`config.mk`:
```
export PLATFORM = sky130hd
export DESIGN_NAME = stack_game_engine
export DESIGN_NICKNAME = d
export VERILOG_FILES = /design/src/rtl/stack_pkg.sv /design/src/rtl/stack_box_hit.sv /design/src/rtl/stack_game_engine.sv
export SDC_FILE = /design/constraint.sdc
export NUM_CORES = 1
export LEC_CHECK = 0
export CAP_MARGIN = 20
export CORE_MARGIN = 1
export CORE_UTILIZATION = 35
export CTS_CLUSTER_DIAMETER = 30
export DETAILED_ROUTE_END_ITERATION = 8
export SYNTH_ARGS = -nofsm -noshare
export SYNTH_HDL_FRONTEND = slang
export SYNTH_SLANG_ARGS = --single-unit
export TNS_END_PERCENT = 10
```
`constraint.sdc`:
```
create_clock -name clk -period 6.1 [get_ports clk]
set_input_delay 1.22 -clock clk [delete_from_list [all_inputs] [get_ports clk]]
set_output_delay 1.22 -clock clk [all_outputs]
set_load 0.01 [all_outputs]
```
`src/rtl/stack_pkg.sv`:
```
// Shared types and constants for the block-stacking game engine.
// Holds the FSM state encoding, box palette and screen geometry.
package stack_pkg;

  typedef enum logic [2:0] {
    ST_SWING,
    ST_DROP,
    ST_CHECK,
    ST_FALL,
    ST_CLEAR,
    ST_OVER
  } state_e;

  localparam int SCREEN_W = 640;
  localparam int REFR_ROW = 481;
  localparam logic [11:0] FLOOR_RGB = 12'hC30;

  // Entry 0 is the rightmost element of the packed list.
  localparam logic [7:0][11:0] PALETTE = {
    12'hFFF, 12'hF80, 12'h0FF, 12'hF0F,
    12'hFF0, 12'h00F, 12'h0F0, 12'hF00
  };

endpackage

```
`src/rtl/stack_box_hit.sv`:
```
// Combinational square hit test: is (pix_x, pix_y) inside the box at (box_x, box_y)?
// Pure logic, no latency.
module stack_box_hit (
  input  logic [9:0] box_x,
  input  logic [9:0] box_y,
  input  logic [9:0] box_size,
  input  logic [9:0] pix_x,
  input  logic [9:0] pix_y,
  output logic       hit
);

  logic [10:0] x_end;
  logic [10:0] y_end;

  assign x_end = {1'b0, box_x} + {1'b0, box_size};
  assign y_end = {1'b0, box_y} + {1'b0, box_size};

  assign hit = (pix_x >= box_x) && ({1'b0, pix_x} < x_end) &&
               (pix_y >= box_y) && ({1'b0, pix_y} < y_end);

endmodule

```
`src/rtl/stack_game_engine.sv`:
```
// Swing/drop/land/stack game FSM with frame-rate motion and a registered pixel renderer.
// Motion advances once per refresh tick; graph_rgb lags pix_x/pix_y by one clock.
module stack_game_engine
  import stack_pkg::*;
#(
  parameter int NUM_BOXES  = 5,
  parameter int BASE_SIZE  = 72,
  parameter int SIZE_STEP  = 12,
  parameter int BASE_SPEED = 2,
  parameter int SPEED_STEP = 1,
  parameter int DROP_SPEED = 3,
  parameter int FLOOR_Y    = 450
) (
  input  logic        clk,
  input  logic        reset,
  input  logic        video_on,
  input  logic [9:0]  pix_x,
  input  logic [9:0]  pix_y,
  input  logic        drop,
  input  logic        restart,
  output logic [11:0] graph_rgb,
  output logic [3:0]  level,
  output logic [3:0]  stack_count,
  output logic        win,
  output logic        game_over
);

  if (NUM_BOXES < 2 || NUM_BOXES > 8 ||
      BASE_SIZE - (NUM_BOXES - 1) * SIZE_STEP < 8) begin : g_param_check
    $error("stack_game_engine: NUM_BOXES/BASE_SIZE/SIZE_STEP out of range");
  end

  function automatic logic [9:0] box_size(input logic [2:0] i);
    return 10'(BASE_SIZE - int'(i) * SIZE_STEP);
  endfunction

  // Top row of landed box i: floor minus the heights of boxes 0..i.
  function automatic int land_y(input int i);
    int top;
    top = FLOOR_Y;
    for (int j = 0; j <= i; j++) top -= BASE_SIZE - j * SIZE_STEP;
    return top;
  endfunction

  state_e      state_q, state_d;
  logic [2:0]  idx_q, idx_d;
  logic [9:0]  x_q, x_d;
  logic [9:0]  y_q, y_d;
  logic        dir_q, dir_d;
  logic [9:0]  stack_top_q, stack_top_d;
  logic [3:0]  stack_count_q, stack_count_d;
  logic [3:0]  level_q, level_d;
  logic        win_q, win_d;
  logic        over_q, over_d;
  logic        drop_pend_q, drop_pend_d;
  logic [9:0]  land_x_q [NUM_BOXES];
  logic [9:0]  land_x_d [NUM_BOXES];
  logic [11:0] rgb_q, rgb_d;

  logic        refr_tick;
  logic [9:0]  cur_size;
  logic [9:0]  prev_size;
  logic [9:0]  prev_lx;
  logic [9:0]  speed;
  logic [10:0] x_reach;
  logic [9:0]  y_next;
  logic [10:0] y_bottom;
  logic [9:0]  x_right;
  logic [9:0]  prev_right;
  logic        lands;

  assign refr_tick = (pix_y == 10'(REFR_ROW)) && (pix_x == 10'd0);
  assign cur_size  = box_size(idx_q);
  assign prev_size = box_size(idx_q - 3'd1);
  assign speed     = 10'(BASE_SPEED + int'(idx_q) * SPEED_STEP) + {6'd0, level_q} - 10'd1;
  // Eleven bits so the right-edge test cannot wrap.
  assign x_reach   = {1'b0, x_q} + {1'b0, cur_size} - 11'd1 + {1'b0, speed};
  assign y_next    = y_q + 10'(DROP_SPEED);
  assign y_bottom  = {1'b0, y_next} + {1'b0, cur_size};
  assign x_right   = x_q + cur_size - 10'd1;

  always_comb begin
    prev_lx = '0;
    for (int i = 0; i < NUM_BOXES - 1; i++) begin
      if (idx_q == 3'(i + 1)) prev_lx = land_x_q[i];
    end
  end

  assign prev_right = prev_lx + prev_size - 10'd1;
  assign lands      = (idx_q == 3'd0) || ((x_right >= prev_lx) && (x_q <= prev_right));

  always_comb begin
    state_d       = state_q;
    idx_d         = idx_q;
    x_d           = x_q;
    y_d           = y_q;
    dir_d         = dir_q;
    stack_top_d   = stack_top_q;
    stack_count_d = stack_count_q;
    level_d       = level_q;
    win_d         = win_q;
    over_d        = over_q;
    drop_pend_d   = drop_pend_q;
    land_x_d      = land_x_q;

    if (restart) begin
      if (state_q == ST_CLEAR) begin
        level_d = (level_q == 4'd15) ? 4'd15 : level_q + 4'd1;
      end else begin
        level_d = 4'd1;
      end
      state_d       = ST_SWING;
      idx_d         = '0;
      x_d           = '0;
      y_d           = '0;
      dir_d         = 1'b1;
      stack_top_d   = 10'(FLOOR_Y);
      stack_count_d = '0;
      win_d         = 1'b0;
      over_d        = 1'b0;
      drop_pend_d   = 1'b0;
      for (int i = 0; i < NUM_BOXES; i++) land_x_d[i] = '0;
    end else begin
      case (state_q)
        ST_SWING: begin
          if (refr_tick && drop_pend_q) begin
            state_d     = ST_DROP;
            drop_pend_d = 1'b0;
          end else begin
            if (drop) drop_pend_d = 1'b1;
            if (refr_tick) begin
              if (dir_q) begin
                if (x_reach > 11'd639) begin
                  x_d   = 10'(SCREEN_W) - cur_size;
                  dir_d = 1'b0;
                end else begin
                  x_d = x_q + speed;
                end
              end else begin
                if (x_q < speed) begin
                  x_d   = '0;
                  dir_d = 1'b1;
                end else begin
                  x_d = x_q - speed;
                end
              end
            end
          end
        end
        ST_DROP: begin
          if (refr_tick) begin
            if (y_bottom >= {1'b0, stack_top_q}) begin
              y_d     = stack_top_q - cur_size;
              state_d = ST_CHECK;
            end else begin
              y_d = y_next;
            end
          end
        end
        ST_CHECK: begin
          if (lands) begin
            for (int i = 0; i < NUM_BOXES; i++) begin
              if (idx_q == 3'(i)) land_x_d[i] = x_q;
            end
            stack_top_d   = stack_top_q - cur_size;
            stack_count_d = stack_count_q + 4'd1;
            if (stack_count_d == 4'(NUM_BOXES)) begin
              state_d = ST_CLEAR;
            end else begin
              idx_d   = idx_q + 3'd1;
              x_d     = '0;
              y_d     = '0;
              dir_d   = 1'b1;
              state_d = ST_SWING;
            end
          end else begin
            state_d = ST_FALL;
          end
        end
        ST_FALL: begin
          if (refr_tick) begin
            if (y_bottom >= 11'(FLOOR_Y)) begin
              y_d     = 10'(FLOOR_Y) - cur_size;
              state_d = ST_OVER;
            end else begin
              y_d = y_next;
            end
          end
        end
        ST_CLEAR: win_d  = 1'b1;
        ST_OVER:  over_d = 1'b1;
        default:  state_d = ST_SWING;
      endcase
    end
  end

  // Index NUM_BOXES is the active box; the others are the landed boxes.
  logic [NUM_BOXES:0] hit;

  for (genvar g = 0; g <= NUM_BOXES; g++) begin : g_hit
    if (g < NUM_BOXES) begin : g_landed
      stack_box_hit u_hit (
        .box_x    (land_x_q[g]),
        .box_y    (10'(land_y(g))),
        .box_size (box_size(3'(g))),
        .pix_x    (pix_x),
        .pix_y    (pix_y),
        .hit      (hit[g])
      );
    end else begin : g_active
      stack_box_hit u_hit (
        .box_x    (x_q),
        .box_y    (y_q),
        .box_size (cur_size),
        .pix_x    (pix_x),
        .pix_y    (pix_y),
        .hit      (hit[g])
      );
    end
  end

  logic found;

  always_comb begin
    rgb_d = 12'h000;
    found = 1'b0;
    if (video_on) begin
      if (hit[NUM_BOXES]) begin
        rgb_d = PALETTE[idx_q];
        found = 1'b1;
      end
      for (int i = 0; i < NUM_BOXES; i++) begin
        if (!found && hit[i] && (4'(i) < stack_count_q)) begin
          rgb_d = PALETTE[3'(i)];
          found = 1'b1;
        end
      end
      if (!found && (pix_y >= 10'(FLOOR_Y))) rgb_d = FLOOR_RGB;
    end
  end

  always_ff @(posedge clk or negedge reset) begin
    if (!reset) begin
      state_q       <= ST_SWING;
      idx_q         <= '0;
      x_q           <= '0;
      y_q           <= '0;
      dir_q         <= 1'b1;
      stack_top_q   <= 10'(FLOOR_Y);
      stack_count_q <= '0;
      level_q       <= 4'd1;
      win_q         <= 1'b0;
      over_q        <= 1'b0;
      drop_pend_q   <= 1'b0;
      land_x_q      <= '{default: '0};
      rgb_q         <= '0;
    end else begin
      state_q       <= state_d;
      idx_q         <= idx_d;
      x_q           <= x_d;
      y_q           <= y_d;
      dir_q         <= dir_d;
      stack_top_q   <= stack_top_d;
      stack_count_q <= stack_count_d;
      level_q       <= level_d;
      win_q         <= win_d;
      over_q        <= over_d;
      drop_pend_q   <= drop_pend_d;
      land_x_q      <= land_x_d;
      rgb_q         <= rgb_d;
    end
  end

  assign graph_rgb   = rgb_q;
  assign level       = level_q;
  assign stack_count = stack_count_q;
  assign win         = win_q;
  assign game_over   = over_q;

endmodule

```
# Word level (Yosys, flattened, before mapping)
# Memories as Yosys holds them, arrays and structs flattened.
# Index checks and enable logic that the tools add are counted.
# totals
register_bits	110
rom_bits	96
input_bits	25
output_inout_bits	22
elab_cells	262
n_memories	1
# memory_table
name	depth	word_bits	rd	rd_clocked_by_memory_dff	wr	line	text
(name not given)	8	12	1	0	0	stack_game_engine.sv:229	rgb_d = PALETTE[idx_q];
# classes
n_addsub	29
multipliers	2
magnitude_cmp	37
eq_ne	23
muxes	86
reduce_logical	67
# op_table
op	n
10-bit two-way mux	25
50-bit two-way mux	3
12-bit two-way mux	9
10-bit >= comparator	8
10-bit by 11-bit < comparator with 1-bit output	7
10-bit by 9-bit >= comparator with 1-bit output, second input constant	4
10-bit by 9-bit < comparator with 1-bit output, second input constant	4
3-bit two-way mux	12
10-bit by 10-bit adder with 11-bit output	3
10-bit by 6-bit adder with 11-bit output, second input constant	3
1-bit logical AND	32
10-bit adder	3
10-bit one-hot mux with 3 select lines	1
1-bit two-way mux	28
3-bit != test, second input constant	9
10-bit by 8-bit >= comparator with 1-bit output, second input constant	2
4-bit two-way mux	5
10-bit one-hot mux with 2 select lines	1
2-bit nonzero test	10
10-bit by 1-bit subtractor with 10-bit output, second input constant	2
10-bit subtractor	2
3-bit AND reduction	6
7-bit by 7-bit subtractor with 8-bit output, first input constant	2
3-bit one-hot mux with 5 select lines	1
43 further kinds	62

# Depth between registers and ports, before layout
# Gate-level depths: netlist (run 1).
# logic_depth
depth_word	38
ltp_mapped	33
mapped_depth_nobuf	31

# By module
# A second synthesis (run 1) with hierarchy kept.
# unflattened
cells_unflattened	2301
hier_area_um2	18994.5
# modules_own_cells
mod	n_inst	cells_each	area_each_um2	seq_area_each_um2
stack_game_engine	1	1083	9402.8	2585.0
stack_box_hit at g_hit[0].g_landed.u_hit ...	4	200	1589.0	0.0
stack_box_hit at g_hit[2].g_landed.u_hit ...	2	209	1617.8	0.0

# Least setup slack after synthesis (run 1)
# No wires, ideal clock.
# synth_path
kind	reg-to-reg
from	register idx_q[0]
to	register x_q[9]
setup_time_ns	0.121
t_arrival_ns	5.630
required_ns	5.979
setup_slack_ns	0.349
path_stages_with_launch	23
path_buffers	2
synth_period_minus_slack_ns	5.751
path_cell_list	dfrtp_1 > ha_1 > buf_1 > buf_1 > inv_1 > fa_1 > xnor2_1 > nor3_1 > xor2_1 > inv_1 > ha_1 > nand3_1 > o22ai_4 > o311ai_1 > o211ai_2 > ha_1 > inv_1 > nor2_1 > a221o_4 > xor2_4 > nand2_2 > o41a_1 > o22a_1
# synth_via
elab_chain_len	12
elab_cells_between_ends	42
classes_between	add/sub (16); mul (2); order compare (4); eq/ne (5); mux (11); reduce/logical (4)
# synth_lines
element	line	text
from (decl)	stack_game_engine.sv:46	logic [2:0] idx_q, idx_d;
from (signal assigned)	stack_game_engine.sv:259	idx_q <= idx_d;
3-bit by 2-bit multiplier with 5-bit output or 3-bit by 1-bit == test with 1-bit output (tied branches)	stack_game_engine.sv:34, stack_game_engine.sv:85	
7-bit by 7-bit subtractor with 8-bit output or 10-bit two-way mux (tied branches)	stack_game_engine.sv:34, stack_game_engine.sv:85	
10-bit by 10-bit adder with 11-bit output or 10-bit two-way mux (tied branches)	stack_game_engine.sv:77, stack_game_engine.sv:85	
11-bit by 1-bit subtractor with 11-bit output or 10-bit two-way mux (tied branches)	stack_game_engine.sv:77, stack_game_engine.sv:85	
11-bit by 10-bit adder with 11-bit output or 10-bit two-way mux (tied branches)	stack_game_engine.sv:77, stack_game_engine.sv:85	
11-bit by 10-bit greater-than comparator with 1-bit output or 10-bit adder (tied branches)	stack_game_engine.sv:133, stack_game_engine.sv:89	
10-bit two-way mux or 10-bit by 1-bit subtractor with 10-bit output (tied branches)	stack_game_engine.sv:133, stack_game_engine.sv:89	
10-bit two-way mux or 10-bit less-or-equal comparator (tied branches)	stack_game_engine.sv:132, stack_game_engine.sv:90	
10-bit two-way mux or 1-bit logical AND (tied branches)	stack_game_engine.sv:131, stack_game_engine.sv:90	
10-bit two-way mux or 1-bit logical OR (tied branches)	stack_game_engine.sv:126, stack_game_engine.sv:90	
10-bit one-hot mux with 2 select lines or 3-bit != test (tied branches)	-	
10-bit two-way mux or 5-bit AND reduction (tied branches)	-	
to (signal assigned)	stack_game_engine.sv:246	x_q <= '0;
to (signal assigned)	stack_game_engine.sv:260	x_q <= x_d;
to (decl)	stack_game_engine.sv:47	logic [9:0] x_q, x_d;
# Parallel ways exist; a longest one is shown, timed or not. The select of a mux whose other input is x is not followed.
# A chain may end at the register's enable or synchronous reset.

# Worst setup path after layout (run 1)
# Ends and elaborated chain as after synthesis.

==> impl_metrics.py, run 1 <==
metrics = {
    "status": {
        "outcome": "finished clean",
    },
    "timing": {
        "hold_viol_final": 0,
        "fin_skew_ns": 0.0109,
        "worst_pin_slew_ns": 0.973,
        "fmax_mhz": 172,
        "fin_crit_ns": 5.81,
        "slew-limit-headroom": 0.349,
        "drv_slew": 0,
        "setup_viol": 0,
        "rsz0062_at_grt": "true",
        "fin_crit_sh": 0.952,
    },
    "final_layout": {
        "diodes": 0,
        "drive_gt1_frac": 0.0778,
        "stdcell_count": 1997,
        "nets": 1819,
        "synthToLayoutAreaGrowth_pct": 11.9,
        "post-route-util": 0.402,
    },
    "global_routing": {
        "grt_max_degree": 56,
        "grt_usage": 0.216,
        "antenna_found_initial": 0,
        "grt_pass1_wl_um": 60600,
        "use_met3": 0.0229,
        "use_met2": 0.349,
        "first_global_vias": 10900,
        "grtUsageMet1": 0.296,
        "gr-total-overflow": 0,
        "busiest_layer": "met2",
    },
    "setup_path": {
        "crit_family": "compound AO/OA/AOI/OAI gates",
        "path_cells": "buf_4 -> ha_1 -> inv_1 -> fa_1 -> xnor2_1 -> nor3_1 -> xor2_1 -> inv_1 -> ha_1 -> nand3_1 -> o22ai_4 -> o311ai_1 -> o211ai_2 -> ha_1 -> inv_1 -> nor2_1 -> a221o_4 -> xor2_4 -> nand2_2 -> o41a_1 -> o22a_1",
        "slowest_delay_ns": 0.48,
        "r2r_end": "x_q[9]$_DFFE_PN0P_",
        "cp_max_fo": 10,
        "worstPathRequired_ns": 6.35,
        "worst-r2r-cell-count": 21,
        "r2r_slack_ns": 0.29,
        "slowest_stage": "a221o_4",
        "critPathLaunchType": "flip-flop",
        "worstSetupPathType": "reg -> reg",
        "path_buf_inv": 4,
        "end_kind": "flip-flop",
        "r2r-start": "idx_q[0]$_DFFE_PN0P_",
        "arrival_ns": 6.06,
    },
    "yosys": {
        "yosys_warnings": 0,
        "postSynth.asyncResetShare": 1.00,
        "syn-num-nets": 1757,
        "yosysSeqAreaShare": 0.187,
        "yosys.cell_types.count": 93,
        "synth_edf_count": 0,
        "avgSynthCellArea_um2": 8.47,
        "synthCells": 1475,
        "ys_ff_latch": 93,
        "synth-main-ff-cell": "dfrtp_1",
        "synth_area_um2": 12500,
    },
    "flow_run": {
        "maxCapViolations": 0,
    },
    "pwr": {
        "max-vdd-ir-drop_mv": 0.139,
        "total_power_mw": 3.13,
        "powerDensity_nw_per_um2": 224,
        "leakage_nw": 6.69,
    },
    "route": {
        "num_vias": 11200,
        "avgRoutedWirePerCell_um": 19.2,
        "drc": 0,
        "wl_um": 38300,
        "drt_iter0_markers": 797,
        "viasPerCell": 5.58,
        "detail-route-antenna-nets": 0,
        "drt-pass1-iter-count": 5,
    },
    "clock_network": {
        "h-tree-depth": 3,
        "clk_latency_ns": 0.37,
        "cts_tree": "yes",
        "clk_transition_reported_paths_ns": 0.07,
        "clockRootBuffer": "clkbuf_16",
        "numCtsBuffers": 9,
        "cts_buffer_depth": 2,
        "clock_sinks": 93,
    },
    "min_path": {
        "hp-class": "reg -> reg",
        "min_from": "win$_DFFE_PN0P_",
        "whs_endpoint": "win$_DFFE_PN0P_",
        "hold_path_depth": 2,
    },
    "place": {
        "gp_congestion": 0.920,
        "io_buffers": 46,
        "place_inst": 1979,
        "hpwl_um": 30900,
    },
    "floorplanning": {
        "ios": 47,
        "die_area_um2": 36500,
        "die_w_um": 191,
        "core_um2": 34800,
        "dieHeight_um": 191,
        "initial_core_util": 0.359,
        "floorplan.rows": 68,
    },
}
layout by cell type, fill, tap and decap left out, types with 7 or more instances in the layout:
cell type,n
clkdlybuf4s50_1,44
inv_1,178
o31ai_1,17
xor2_1,22
nand4_1,16
o21ai_0,72
a211oi_1,31
o211ai_1,17
nand2b_1,26
or3_1,7
and3_1,19
nor3_1,28
fa_1,13
o21bai_1,10
nor2b_1,17
buf_4,52
clkbuf_16,9
ha_1,244
a31oi_1,14
a21o_1,39
nand2_1,45
a21oi_1,109
mux2i_1,49
nor4_1,10
nand3_1,31
dfrtp_1,87
xnor2_1,68
nor2_1,110
or2_2,7
o21a_1,13
mux2_2,8
flip-flops by register name, summed over array words and instances, names as in the netlist:
signal / flops
game_over: 1
y_q: 10
dir_q: 1
level: 4
win: 1
land_x_q: 40
x_q: 10
stack_top_q: 9
idx_q: 3
drop_pend_q: 1
stack_count: 4
state_q: 3
graph_rgb: 6
final cells by class:
| class | instances | area [um2] |
|---|---|---|
| flip-flops and latches | 93 | 2330 |
| well taps | 455 | 569 |
| inverters | 181 | 679 |
| fillers | 3486 | 20800 |
| multi-input cells | 1154 | 9270 |
| clock buffers | 11 | 233 |
| repair buffers | 98 | 856 |
| clock inverters | 5 | 37.5 |
worst register-to-register path: cells and delay by family, from the launching register on:
kind	cells	cell delay, ns
flops	1	0.46
compound gates	6	1.79
buf+inv	4	0.60
xor+xnor	3	0.77
simple gates	4	0.56
fa+ha+maj	4	1.54
repair_timing:
item,4_1_cts,5_1_grt
setup buffers,0,2
endpoints found under the setup margin,0,63
gates resized for setup,0,9
hold buffers,0,0
how the worst max path moves through the flow:
stage / startpoint / end / slack, ns / cells past startpoint
global route: idx_q[0]$_DFFE_PN0P_ / y_q[8]$_DFFE_PN0P_ / -0.10 / 29
CTS: idx_q[0]$_DFFE_PN0P_ / x_q[2]$_DFFE_PN0P_ / 0.06 / 28
detailed placement: idx_q[0]$_DFFE_PN0P_ / x_q[2]$_DFFE_PN0P_ / 0.12 / 28
finish: idx_q[0]$_DFFE_PN0P_ / x_q[9]$_DFFE_PN0P_ / 0.29 / 21
floorplan: idx_q[0]$_DFFE_PN0P_ / x_q[9]$_DFFE_PN0P_ / 0.35 / 22
global placement: idx_q[0]$_DFFE_PN0P_ / x_q[2]$_DFFE_PN0P_ / 0.22 / 28
Yosys cell counts, types with 22 or more instances:
| cell | instances | share of area |
|---|---|---|
| nand2_1 | 46 | 0.014 |
| a21oi_1 | 109 | 0.044 |
| ha_1 | 244 | 0.24 |
| dfrtp_1 | 87 | 0.17 |
| nand3_1 | 31 | 0.012 |
| a211oi_1 | 31 | 0.019 |
| clkbuf_1 | 25 | 0.0075 |
| xnor2_1 | 68 | 0.048 |
| a21o_1 | 39 | 0.023 |
| nor2_1 | 110 | 0.033 |
| o21ai_0 | 73 | 0.029 |
| mux2i_1 | 49 | 0.039 |
| nand2b_1 | 26 | 0.013 |
| xor2_1 | 22 | 0.015 |
| inv_1 | 178 | 0.053 |
| nor3_1 | 29 | 0.012 |
metrics by stage:
| stage | TNS (ns) | instance area, um2 | worst slack [ns] | hold WS, ns |
|---|---|---|---|---|
| floorplan | 0 | 12500 | 0.349 | 0.462 |
| CTS | 0 | 13900 | 0.0582 | 0.519 |
| global placement | 0 | 13600 | 0.225 | 0.482 |
| finish | 0 | 14000 | 0.290 | 0.511 |
| detailed placement | 0 | 13600 | 0.125 | 0.495 |
| global route | -0.342 | 14000 | -0.104 | 0.546 |
cell families (layout without fill, tap and decap cells):
group                      after synthesis  in the layout  synth area share
AOI/OAI and AO/OA                      407            407             0.220
and+or+nand+nor                        339            339             0.136
adders and majority gates              257            257             0.265
buffers and inverters                  228            295            0.0760
xor gates and xnor gates                93             93            0.0688
DFF                                     93             93             0.187
muxes                                   58             58            0.0474
layer usage:
metal	vias up	part of all wire
li1	5417	-
met1	5395	0.46
met2	282	0.46
met3	58	0.047
met4	0	0.035
met5	-	0
where the power goes:
group | internal [mW] | switching (mW) | total [mW]
clock | 0.279 | 0.274 | 0.553
sequential | 0.660 | 0.0938 | 0.754
combinational | 0.745 | 1.08 | 1.82
total | 1.68 | 1.45 | 3.13
Power figures use the tool's default switching activity.
==> inputs of run 2 (changes only) <==
==> constraint.sdc (replaced) <==
create_clock -name clk -period 6.4 [get_ports clk]
set_input_delay 1.28 -clock clk [delete_from_list [all_inputs] [get_ports clk]]
set_output_delay 1.28 -clock clk [all_outputs]
set_load 0.01 [all_outputs]
==> run 2 against run 1 <==
Compared with the run above:
- clock skew increased by 0.00066 ns
- final cell count decreased by 0.75%
- core utilization decreased by 0.34 points
- die area unchanged
- clock power decreased by 3.8%
- clock-buffer cell count decreased by 2
- flip-flop and latch count unchanged
- sequential share of layout area increased by 0.14 points
- non-clock buffer count decreased by 14
- global-route usage about the same
- via count decreased by 1.0%
- critical path type unchanged
==> impl_metrics.py, run 2 (synthesized netlist as in run 1, its figures left out) <==
metrics = {
    "final_layout": {
        "nets": 1805,
        "diodes": 0,
        "largest-register": "land_x_q",
        "final_cell_mix": "ha_1, inv_1, nor2_1, a21oi_1, dfrtp_1",
        "largest_reg_flops": 40,
        "drive_gt1_frac": 0.0694,
        "top_regs": "land_x_q (40), x_q (10), y_q (10)",
        "synthToLayoutAreaGrowth_pct": 11.0,
        "final_common_cell": "ha_1",
    },
    "place": {
        "io_buffers": 46,
        "gp_congestion": 0.913,
        "hpwl_um": 30700,
    },
    "timing": {
        "rsz0062_at_grt": "true",
        "fin_tns_setup_ns": 0,
        "setup_viol": 0,
        "slew-limit-headroom": 0.311,
        "fin_skew_ns": 0.0116,
        "drv_slew": 0,
        "hold_viol_final": 0,
        "fmax_mhz": 168,
        "fin_crit_sh": 0.932,
        "fin_crit_ns": 5.97,
        "worst_pin_slew_ns": 1.03,
    },
    "setup_path": {
        "slowest_stage": "nand4_1",
        "worstPathRequired_ns": 6.61,
        "cp_max_fo": 10,
        "worstSetupPathType": "reg -> reg",
        "end_kind": "flip-flop",
        "slowest_delay_ns": 0.68,
        "arrival_ns": 6.18,
        "path_common_cell": "ha_1",
        "critPathLaunchType": "flip-flop",
    },
    "route": {
        "drt_iter0_markers": 797,
        "num_vias": 11000,
        "wl_um": 38900,
        "detail-route-antenna-nets": 0,
        "avgRoutedWirePerCell_um": 19.6,
        "drt-pass1-iter-count": 5,
        "viasPerCell": 5.57,
        "drc": 0,
    },
    "clock_network": {
        "cts_buffer_depth": 2,
        "cts_tree": "yes",
        "clockRootBuffer": "clkbuf_16",
        "h-tree-depth": 3,
        "clock_sinks": 93,
        "clk_latency_ns": 0.36,
        "clk_transition_reported_paths_ns": 0.08,
        "numCtsBuffers": 9,
    },
    "floorplanning": {
        "die_w_um": 191,
        "dieHeight_um": 191,
        "initial_core_util": 0.359,
        "core_um2": 34800,
        "ios": 47,
        "die_area_um2": 36500,
        "floorplan.rows": 68,
    },
    "global_routing": {
        "grt_pass1_wl_um": 60500,
        "grt_max_degree": 66,
        "gr-total-overflow": 0,
        "grt_usage": 0.216,
        "first_global_vias": 10700,
        "antenna_found_initial": 0,
    },
    "pwr": {
        "max-vdd-ir-drop_mv": 0.133,
        "leakage_nw": 6.61,
        "total_power_mw": 2.99,
        "powerDensity_nw_per_um2": 216,
    },
    "min_path": {
        "hp-class": "reg -> reg",
    },
    "status": {
        "outcome": "finished clean",
    },
    "flow_run": {
        "maxCapViolations": 0,
    },
}
-- run 2: layer usage --
metal	wire (um)	track usage
met1	18300	0.300
met5	0	0
met2	17600	0.344
met4	995	0.0729
met3	2010	0.0253
-- run 2: cell type report --
type / instances / area (um2)
fill: 3504 / 20900
multi-input combinational: 1154 / 9260
sequential: 93 / 2330
timing repair buffer: 84 / 751
inverter: 181 / 679
tap: 455 / 569
clock buffer: 9 / 225
clock inverter: 6 / 46.3
-- run 2: path summary, 6_finish.rpt --
kind | from | end | slack [ns] | depth (start not counted)
hold / removal | win$_DFFE_PN0P_ | win$_DFFE_PN0P_ | 0.52 | 2
setup / recovery | idx_q[1]$_DFFE_PN0P_ | land_x_q[33]$_DFFE_PN0P_ | 0.43 | 25
max in group asynchronous | reset | x_q[6]$_DFFE_PN0P_ | 4.28 | 2
setup reg to reg | idx_q[1]$_DFFE_PN0P_ | land_x_q[33]$_DFFE_PN0P_ | 0.43 | 25
min in group asynchronous | reset | stack_top_q[9]$_DFFE_PN0P_ | 0.86 | 1
hold reg to reg | win$_DFFE_PN0P_ | win$_DFFE_PN0P_ | 0.52 | 2
-- run 2: power by group --
part           leakage [nW]  internal (mW)  switching (mW)  total, mW
sequential             1.26          0.628           0.115      0.743
combinational          5.23          0.698            1.02       1.71
clock                 0.128          0.265           0.267      0.532
total                  6.61           1.59            1.40       2.99
-- run 2: repair_timing --
| action | 4_1_cts | 5_1_grt |
|---|---|---|
| setup buffers | 0 | 6 |
| hold buffers | 0 | 0 |
| setup endpoints to repair | 0 | 53 |
| resized for setup | 0 | 6 |
-- run 2: worst max-delay path: cells and delay by family, from the launching register on --
| kind | cells | cell delay (ns) |
|---|---|---|
| adder cells (fa/ha/maj) | 5 | 1.71 |
| flip-flops | 1 | 0.38 |
| multiplexers | 1 | 0.39 |
| buffers and inverters | 2 | 0.27 |
| AO/OA/AOI/OAI | 9 | 1.45 |
| XOR/XNOR | 3 | 0.57 |
| AND/OR/NAND/NOR | 5 | 1.04 |
-- run 2: metrics by stage --
step / std cells / hold WS, ns / setup WS (ns) / utilization / cell area, um2
final: 1982 / 0.522 / 0.433 / 0.398 / 13900
after global routing: 1982 / 0.570 / -0.0568 / 0.398 / 13900
after CTS: 1976 / 0.537 / 0.196 / 0.396 / 13800
after detailed placement: 1961 / 0.512 / 0.266 / 0.388 / 13500
after global placement: 1961 / 0.507 / 0.404 / 0.388 / 13500
after floorplan: 1475 / 0.462 / 0.649 / - / 12500
